## config.mk

```make
export PLATFORM = sky130hd
export DESIGN_NAME = prog_loader_flat
export DESIGN_NICKNAME = d
export VERILOG_FILES = /design/src/rtl/prog_loader_pkg.sv /design/src/rtl/prog_loader_if.sv /design/src/rtl/prog_loader.sv /design/src/flat_wrapper.sv
export SDC_FILE = /design/constraint.sdc
export NUM_CORES = 1
export LEC_CHECK = 0
export CORE_ASPECT_RATIO = 1.5
export CORE_MARGIN = 2
export CORE_UTILIZATION = 45
export CTS_CLUSTER_DIAMETER = 200
export DETAILED_ROUTE_END_ITERATION = 7
export GPL_ROUTABILITY_DRIVEN = 0
export PLACE_DENSITY = 0.7
export SLEW_MARGIN = 0
export SYNTH_ARGS = -nofsm -noshare
export SYNTH_HDL_FRONTEND = slang
export SYNTH_SLANG_ARGS = --single-unit
```

## constraint.sdc

```tcl
create_clock -name clk -period 3.8 [get_ports clk]
set_input_delay 0.76 -clock clk [delete_from_list [all_inputs] [get_ports clk]]
set_output_delay 0.76 -clock clk [all_outputs]
set_load 0.05 [all_outputs]
```

## src/rtl/prog_loader_pkg.sv

```systemverilog
// rtl/prog_loader_pkg.sv - shared types, defaults and checksum helper for the program loader
package prog_loader_pkg;

    localparam int DEF_WORD     = 8;
    localparam int DEF_SIZE_LOG = 8;

    typedef enum logic [2:0] {
        ST_IDLE  = 3'd0,
        ST_WAIT  = 3'd1,
        ST_WSTB  = 3'd2,
        ST_WHOLD = 3'd3,
        ST_RSTB  = 3'd4,
        ST_RNEXT = 3'd5,
        ST_DONE  = 3'd6
    } loader_state_t;

    // Modular add; width is a runtime argument so one helper serves any WORD.
    function automatic logic [31:0] csum_add(input logic [31:0] a,
                                             input logic [31:0] b,
                                             input int          width);
        logic [31:0] mask;
        mask = (width >= 32) ? 32'hFFFF_FFFF : ((32'd1 << width) - 32'd1);
        return (a + b) & mask;
    endfunction

endpackage

```

## src/rtl/prog_loader_if.sv

```systemverilog
// rtl/prog_loader_if.sv - word stream and program-memory bus of the program loader
// master: the loader (consumes the stream, drives the memory strobes)
// slave : the environment (stream source plus program memory)
interface prog_loader_if #(
    parameter int WORD     = prog_loader_pkg::DEF_WORD,
    parameter int SIZE_LOG = prog_loader_pkg::DEF_SIZE_LOG
);
    logic                in_valid;
    logic [WORD-1:0]     in_data;
    logic                in_ready;
    logic                mem_read;
    logic                mem_write;
    logic [SIZE_LOG-1:0] mem_address;
    logic [WORD-1:0]     mem_data_in;
    logic [WORD-1:0]     mem_data_out;

    modport master (
        input  in_valid, in_data, mem_data_out,
        output in_ready, mem_read, mem_write, mem_address, mem_data_in
    );

    modport slave (
        output in_valid, in_data, mem_data_out,
        input  in_ready, mem_read, mem_write, mem_address, mem_data_in
    );
endinterface

```

## src/rtl/prog_loader.sv

```systemverilog
// rtl/prog_loader.sv - streams a program image into the latch memory and verifies it by checksum
// Ports:
//   clk, reset        clock, synchronous active-high reset
//   start, load_len   begin a load of min(load_len, SIZE) words (sampled in IDLE)
//   bus (master)      word stream in (valid/ready), memory read/write/address/data
//   busy, done        not idle; one-cycle end-of-load pulse
//   error             sticky read-back checksum mismatch, cleared by the next start
//   checksum          running sum of written words mod 2**WORD
module prog_loader
    import prog_loader_pkg::*;
#(
    parameter int WORD     = DEF_WORD,
    parameter int SIZE_LOG = DEF_SIZE_LOG,
    parameter int SIZE     = 2**SIZE_LOG
) (
    input  logic                clk,
    input  logic                reset,
    input  logic                start,
    input  logic [SIZE_LOG:0]   load_len,
    prog_loader_if.master       bus,
    output logic                busy,
    output logic                done,
    output logic                error,
    output logic [WORD-1:0]     checksum
);

    loader_state_t       r_state;
    logic [SIZE_LOG:0]   r_len;
    logic [SIZE_LOG:0]   r_addr;      // one extra bit so len = SIZE terminates
    logic [WORD-1:0]     r_wsum;
    logic [WORD-1:0]     r_rsum;
    logic [WORD-1:0]     r_data;
    logic                r_in_ready;
    logic                r_mem_read;
    logic                r_mem_write;
    logic                r_busy;
    logic                r_done;
    logic                r_error;

    logic [SIZE_LOG:0]   w_len_clamped;
    logic [SIZE_LOG:0]   w_addr_next;
    logic                w_last;

    assign w_len_clamped = (load_len > (SIZE_LOG+1)'(SIZE)) ? (SIZE_LOG+1)'(SIZE) : load_len;
    assign w_addr_next   = r_addr + 1'b1;
    assign w_last        = (w_addr_next == r_len);

    always_ff @(posedge clk) begin
        if (reset) begin
            r_state     <= ST_IDLE;
            r_len       <= '0;
            r_addr      <= '0;
            r_wsum      <= '0;
            r_rsum      <= '0;
            r_data      <= '0;
            r_in_ready  <= 1'b0;
            r_mem_read  <= 1'b0;
            r_mem_write <= 1'b0;
            r_busy      <= 1'b0;
            r_done      <= 1'b0;
            r_error     <= 1'b0;
        end else begin
            r_done <= 1'b0;
            case (r_state)
                ST_IDLE: begin
                    if (start) begin
                        r_len   <= w_len_clamped;
                        r_addr  <= '0;
                        r_wsum  <= '0;
                        r_rsum  <= '0;
                        r_error <= 1'b0;
                        r_busy  <= 1'b1;
                        if (w_len_clamped == '0) begin
                            r_state <= ST_DONE;
                            r_done  <= 1'b1;
                        end else begin
                            r_state    <= ST_WAIT;
                            r_in_ready <= 1'b1;
                        end
                    end
                end
                ST_WAIT: begin
                    if (bus.in_valid && r_in_ready) begin
                        r_data      <= bus.in_data;
                        r_wsum      <= WORD'(csum_add(32'(r_wsum), 32'(bus.in_data), WORD));
                        r_in_ready  <= 1'b0;
                        r_mem_write <= 1'b1;
                        r_state     <= ST_WSTB;
                    end
                end
                ST_WSTB: begin
                    r_mem_write <= 1'b0;
                    r_state     <= ST_WHOLD;
                end
                ST_WHOLD: begin
                    // Address moves only here, one cycle after write has dropped.
                    if (w_last) begin
                        r_addr     <= '0;
                        r_mem_read <= 1'b1;
                        r_state    <= ST_RSTB;
                    end else begin
                        r_addr     <= w_addr_next;
                        r_in_ready <= 1'b1;
                        r_state    <= ST_WAIT;
                    end
                end
                ST_RSTB: begin
                    r_rsum     <= WORD'(csum_add(32'(r_rsum), 32'(bus.mem_data_out), WORD));
                    r_mem_read <= 1'b0;
                    r_state    <= ST_RNEXT;
                end
                ST_RNEXT: begin
                    r_addr <= w_addr_next;
                    if (w_last) begin
                        r_done  <= 1'b1;
                        r_error <= (r_rsum != r_wsum);
                        r_state <= ST_DONE;
                    end else begin
                        r_mem_read <= 1'b1;
                        r_state    <= ST_RSTB;
                    end
                end
                ST_DONE: begin
                    r_busy  <= 1'b0;
                    r_state <= ST_IDLE;
                end
                default: begin
                    r_state <= ST_IDLE;
                end
            endcase
        end
    end

    assign bus.in_ready    = r_in_ready;
    assign bus.mem_read    = r_mem_read;
    assign bus.mem_write   = r_mem_write;
    assign bus.mem_address = r_addr[SIZE_LOG-1:0];
    assign bus.mem_data_in = r_data;
    assign busy            = r_busy;
    assign done            = r_done;
    assign error           = r_error;
    assign checksum        = r_wsum;

endmodule
```

## src/flat_wrapper.sv

```systemverilog
// flat-port wrapper written by rule: the top's interface ports become plain ports
module prog_loader_flat import prog_loader_pkg::*;
#(
    parameter int WORD     = DEF_WORD,
    parameter int SIZE_LOG = DEF_SIZE_LOG,
    parameter int SIZE     = 2**SIZE_LOG
)
  (clk, reset, start, load_len, busy, done, error, checksum, bus_in_valid, bus_in_data, bus_mem_data_out, bus_in_ready, bus_mem_read, bus_mem_write, bus_mem_address, bus_mem_data_in);
  prog_loader_if #(.WORD(WORD), .SIZE_LOG(SIZE_LOG)) bus_i ();
  input  logic clk;
  input  logic reset;
  input  logic start;
  input  logic [SIZE_LOG:0] load_len;
  output logic busy;
  output logic done;
  output logic error;
  output logic [WORD-1:0] checksum;
  input wire logic [$bits(bus_i.in_valid)-1:0] bus_in_valid;
  input wire logic [$bits(bus_i.in_data)-1:0] bus_in_data;
  input wire logic [$bits(bus_i.mem_data_out)-1:0] bus_mem_data_out;
  output wire logic [$bits(bus_i.in_ready)-1:0] bus_in_ready;
  output wire logic [$bits(bus_i.mem_read)-1:0] bus_mem_read;
  output wire logic [$bits(bus_i.mem_write)-1:0] bus_mem_write;
  output wire logic [$bits(bus_i.mem_address)-1:0] bus_mem_address;
  output wire logic [$bits(bus_i.mem_data_in)-1:0] bus_mem_data_in;
  assign bus_i.in_valid = bus_in_valid;
  assign bus_i.in_data = bus_in_data;
  assign bus_i.mem_data_out = bus_mem_data_out;
  assign bus_in_ready = bus_i.in_ready;
  assign bus_mem_read = bus_i.mem_read;
  assign bus_mem_write = bus_i.mem_write;
  assign bus_mem_address = bus_i.mem_address;
  assign bus_mem_data_in = bus_i.mem_data_in;
  prog_loader #(.WORD(WORD), .SIZE_LOG(SIZE_LOG), .SIZE(SIZE)) u_core (.clk(clk), .reset(reset), .start(start), .load_len(load_len), .bus(bus_i), .busy(busy), .done(done), .error(error), .checksum(checksum));
endmodule
```

Word level (Yosys, flattened, before mapping)
Index checks and enable logic that the tools add are counted.
{"block": "word_totals", "word_cells": 85, "in_bits": 29, "reg_bits": 51, "out_inout_bits": 30}
{"block": "classes", "addsub": 3, "reduce_logical": 22, "n_eq_ne": 15, "muxes": 32, "n_lt_le_gt_ge": 1}
{"cell": "one-hot mux 8 bit (2 select lines)", "count": 2}
{"cell": "two-way mux 9 bit", "count": 3}
{"cell": "one-hot mux 9 bit (3 select lines)", "count": 1}
{"cell": "one-hot mux 3 bit (6 select lines)", "count": 1}
{"cell": "adder 8 bit", "count": 2}
{"cell": "two-way mux 8 bit", "count": 2}
{"cell": "AND reduction 2 bit", "count": 7}
{"cell": "two-way mux 1 bit", "count": 12}
{"cell": "two-way mux 3 bit", "count": 4}
{"cell": "nonzero test 2 bit", "count": 5}
{"cell": "adder 9 x 1 -> 9 bit, second input constant", "count": 1}
{"cell": "== test 3 bit, second input constant", "count": 3}
{"cell": "== test 9 bit", "count": 1}
{"cell": "> comparator 9 bit, second input constant", "count": 1}
{"cell": "logical NOT 9 bit", "count": 1}
{"cell": "AND reduction 3 bit", "count": 3}
{"cell": "nonzero test 3 bit", "count": 3}
{"cell": "!= test 2 bit, second input constant", "count": 4}
{"cell": "!= test 8 bit", "count": 1}
{"cell": "one-hot mux 1 bit (2 select lines)", "count": 4}
{"cell": "== test 3 x 2 -> 1 bit, second input constant", "count": 2}
{"cell": "!= test 2 x 1 -> 1 bit, second input constant", "count": 3}
{"cell": "one-hot mux 1 bit (3 select lines)", "count": 2}
{"cell": "AND reduction 5 bit", "count": 1}
{"cell": "other kinds (4)", "count": 4}

Logic depth before layout (Yosys ltp)
{"block": "logic_depth", "word_depth": 6, "depth_mapped": 9, "mapped_depth_nobuf": 8}

Least setup slack after synthesis
Ideal clock, no wire load.
{"block": "synth_path", "path_type": "register -> register", "startpoint": "register u_core.r_addr[0]", "endpoint": "register u_core.r_mem_read (netlist: u_core.bus.mem_read)", "path_stages_with_launch": 9, "slack_ns": 1.369, "setup_ns": 0.064, "t_required_ns": 3.736, "arrival_time_ns": 2.367, "n_path_buf": 1, "period_less_slack_ns": 2.431, "path_cell_list": "dfxtp_1 -> ha_1 -> clkbuf_1 -> xor3_1 -> or3_1 -> a21oi_1 -> o211ai_1 -> or4_1 -> nand3_1"}
{"block": "synth_between", "elab_chain_len": 4, "elab_cells_between_ends": 5, "classes_between": "add/sub (1); eq/ne (3); reduce/logical (1)"}
{"item": "from (decl)", "line": "prog_loader.sv:29", "rtl": "logic [SIZE_LOG:0] r_addr;"}
{"item": "from (signal assigned)", "line": "prog_loader.sv:102", "rtl": "r_addr <= w_addr_next;"}
{"item": "from (signal assigned)", "line": "prog_loader.sv:113", "rtl": "r_addr <= w_addr_next;"}
{"item": "adder 9 x 1 -> 9 bit *", "line": "prog_loader.sv:45", "rtl": "assign w_addr_next = r_addr + 1'b1;"}
{"item": "== test 9 bit *", "line": "prog_loader.sv:46", "rtl": "assign w_last = (w_addr_next == r_len);"}
{"item": "!= test 2 bit (no source line) or != test 2 x 1 -> 1 bit (tied branches)"}
{"item": "AND reduction 3 bit (no source line) *"}
{"item": "to (signal assigned)", "line": "prog_loader.sv:57", "rtl": "r_mem_read <= 1'b0;"}
{"item": "to (signal assigned)", "line": "prog_loader.sv:99", "rtl": "r_mem_read <= 1'b1;"}
{"item": "to (signal assigned)", "line": "prog_loader.sv:109", "rtl": "r_mem_read <= 1'b0;"}
{"item": "to (decl)", "line": "prog_loader.sv:34", "rtl": "logic r_mem_read;"}
Mark *: on every way between the ends. The rest lies on a longest branch, timed or not.
A chain may end at the register's enable or synchronous reset.

Worst setup path in the final report
{"block": "layout_path", "startpoint": "input port bus_mem_data_out[1]", "endpoint": "register u_core.r_rsum[7]"}
{"block": "layout_between", "elab_chain_len": 2}
{"item": "from (decl)", "line": "flat_wrapper.sv:20", "rtl": "input wire logic [$bits(bus_i.mem_data_out)-1:0] bus_mem_data_out;"}
{"item": "adder 8 bit", "line": "prog_loader_pkg.sv:23", "rtl": "return (a + b) & mask;"}
{"item": "one-hot mux 8 bit (2 select lines)", "line": "prog_loader.sv:64", "rtl": "case (r_state)"}
{"item": "to (signal assigned)", "line": "prog_loader.sv:108", "rtl": "r_rsum <= WORD'(csum_add(32'(r_rsum), 32'(bus.mem_data_out), WORD));"}
{"item": "to (decl)", "line": "prog_loader.sv:31", "rtl": "logic [WORD-1:0] r_rsum;"}
Every way passes these cells.

==> metrics.cfg <==
[status]
status=completed

[synthesis]
yosys-top-cells-area=dfxtp_1 32%, a21oi_1 6.8%, ha_1 5.9%
syn_area_um2=3171
syn_avg_cell_area_um2=8.068
synth-main-ff-cell=dfxtp_1
yosysUniqueCellTypes=57
yosysTopAreaCell=dfxtp_1
synth_edf_count=0
ys_seq_area_frac=0.3220
synth_nets=439
ys_seq_elements=51
async_reset_ff_frac=0
ys_warn_count=0
synth_top_area_frac=0.3220
syn-instance-count=393

[worst_setup_path]
rr_worst_depth=7
reg2reg_slack_ns=1.07
regToRegStartpoint=u_core.r_addr[0]
r2r-end=u_core.bus.mem_read
path_max_fanout=2
worstSetupEndpointType=flip-flop
start_kind=primary input
crit_type=in2reg
arrival_ns=3.12
worstPathRequired_ns=4.03

[clock_tree]
insertion_delay_ns=0.30
cts_max_level=2
cts_hold_buf=0
cts_buffers=5
cts_tree=built
clock_sinks=51
cts_resized=0
path_clk_slew_ns=0.09
cts_root_buf=clkbuf_8
clockBufferDepth=2
post_cts_buffers=0

[floorplanning]
start_util=0.4627
die_area_um2=7747
ios=59
die_y_um=106.8
row_count=37
core_area_um2=6852
die_w_um=72.54

[grt]
overflow=0
grt_pass1_wl_um=12790
grt.total_usage=0.2058
antenna_found_initial=0
first_global_vias=2786
grt_max_degree=37

[power]
ir_drop_mv=0.1942
netSwitchingPower_mw=0.3456
p_leak_nw=1.387
seq_power_share=0.512
p_int_mw=0.7782
p_comb_frac=0.213
sw_frac_of_total=0.3075
clockPowerShare=0.275
power_density_nw_per_um2=293.9

[job]
maxCapViolCount=0

[timing]
finalCriticalPeriod_ns=2.888
fmax_mhz=346.3
rsz0062_at_grt=no
hold_ws_ns=0.4597
maxSlewHeadroom=0.5491
setup_ws_ns=0.9120
setup_viol=0
fin_skew_ns=0.007745
hold_violations=0
final.setup.tns_ns=0
period_share=0.7600
drv_slew=0
worst_pin_slew_ns=0.6592

[drt]
first_pass_iters=4
wire_per_inst_um=15.41
antenna_left=0
via_per_inst=5.785
via_count=2962
drt_wl_total_um=7889
drcViolationCount=0
drt_iter0_drc=135

[place]
io_buffers=58
post-dp-hpwl_um=5947
dp_slack_ns=0.6285

[layout]
drive_above_1_share=0.04608
final_common_cell=clkdlybuf4s50_1
mostFrequentLayoutCells=58 x clkdlybuf4s50_1, 51 x dfxtp_1, 44 x nand2_1
area_growth_pct=20.60
diodes=0
fin_nets=479

[worst_hold_path]
min_to=u_core.bus.mem_data_in[3]
holdCritStartpoint=u_core.bus.mem_data_in[3]
min_path_cells=2
hp-class=reg2reg

## cell families (layout without fill, tap and decap cells)
logic type               Yosys count  in the layout  share of synthesized area
buffers and inverters             42             83                    0.06235
AO/OA/AOI/OAI                    102            102                     0.2131
adder cells (fa/ha/maj)           17             17                    0.07182
XOR/XNOR                          31             31                    0.09511
flip-flops                        51             51                     0.3220
multiplexers                       2              2                   0.006314
AND/OR/NAND/NOR                  148            148                     0.2293
## through the flow
stage	cell area [um2]	std cells	util	total power, mW
final	3824	512	0.5581	1.124
after global routing	3824	512	0.5581	1.182
after CTS	3824	512	0.5581	1.135
after detailed placement	3739	504	0.5457	0.8256
after global placement	3739	504	0.5457	0.8233
after floorplan	3171	393	-	0.7381
## state kept, by name, summed over array words and instances (netlist names)
register	flops
u_core.r_len	9
u_core.bus.in_ready	1
u_core.r_rsum	8
u_core.busy	1
u_core.error	1
u_core.bus.mem_data_in	8
u_core.checksum	8
u_core.bus.mem_read	1
u_core.r_addr	9
u_core.r_state	3
u_core.bus.mem_write	1
u_core.done	1
## worst max path at each step
stage	startpoint	endpoint	slack, ns	depth (start not counted)
3_3_place_gp	bus_mem_data_out[1]	u_core.r_rsum[7]	0.76	8
6_report	bus_mem_data_out[1]	u_core.r_rsum[7]	0.91	8
5_1_grt	bus_mem_data_out[1]	u_core.r_rsum[7]	0.78	8
2_1_floorplan	u_core.r_addr[0]	u_core.bus.mem_read	1.37	8
4_1_cts	bus_mem_data_out[1]	u_core.r_rsum[7]	0.94	8
3_5_place_dp	bus_mem_data_out[1]	u_core.r_rsum[7]	0.63	8
## power groups by stage
stage	clock (mW)	sequential (mW)	combinational [mW]
floorplan	0	0.604	0.134
global placement	0	0.588	0.236
detailed placement	0	0.588	0.238
CTS	0.320	0.576	0.239
global route	0.343	0.579	0.260
finish	0.309	0.576	0.239
## Yosys cell counts (all sizes together) (5+ instances only)
master	instances
a22oi	5
buf	12
a21oi	43
clkbuf	18
a31oi	7
xnor2	14
nor4	6
dfxtp	51
o211ai	9
nand2	45
xor2	15
ha	15
o21ai	11
or3	6
nor3	12
nand3	23
nand3b	9
inv	12
nor2	29
## layout make-up
class	instances	area, um2
clock inverter	2	12.51
tap	78	97.59
fill	668	3028
clock buffer	6	72.57
timing repair buffer	63	618.1
sequential	51	1021
multi-input combinational	300	1957
inverter	12	45.04
## layer usage
layer  up-vias  part of all wire  track usage
met5         -                 0            0
met1      1412              0.40       0.2300
met3        12             0.029      0.02914
met4         0             0.015      0.07143
li1       1487                 -            -
met2        51              0.56       0.3851
## worst max-delay path, stage by stage
cell,delay [ns]
clkdlybuf4s50_1,0.45
ha_1,0.31
a21oi_1,0.20
o21ai_0,0.14
a2111oi_0,0.61
nor4_1,0.13
or3_1,0.39
a21oi_1,0.13
No activity file was read; power rests on OpenSTA's default activity.
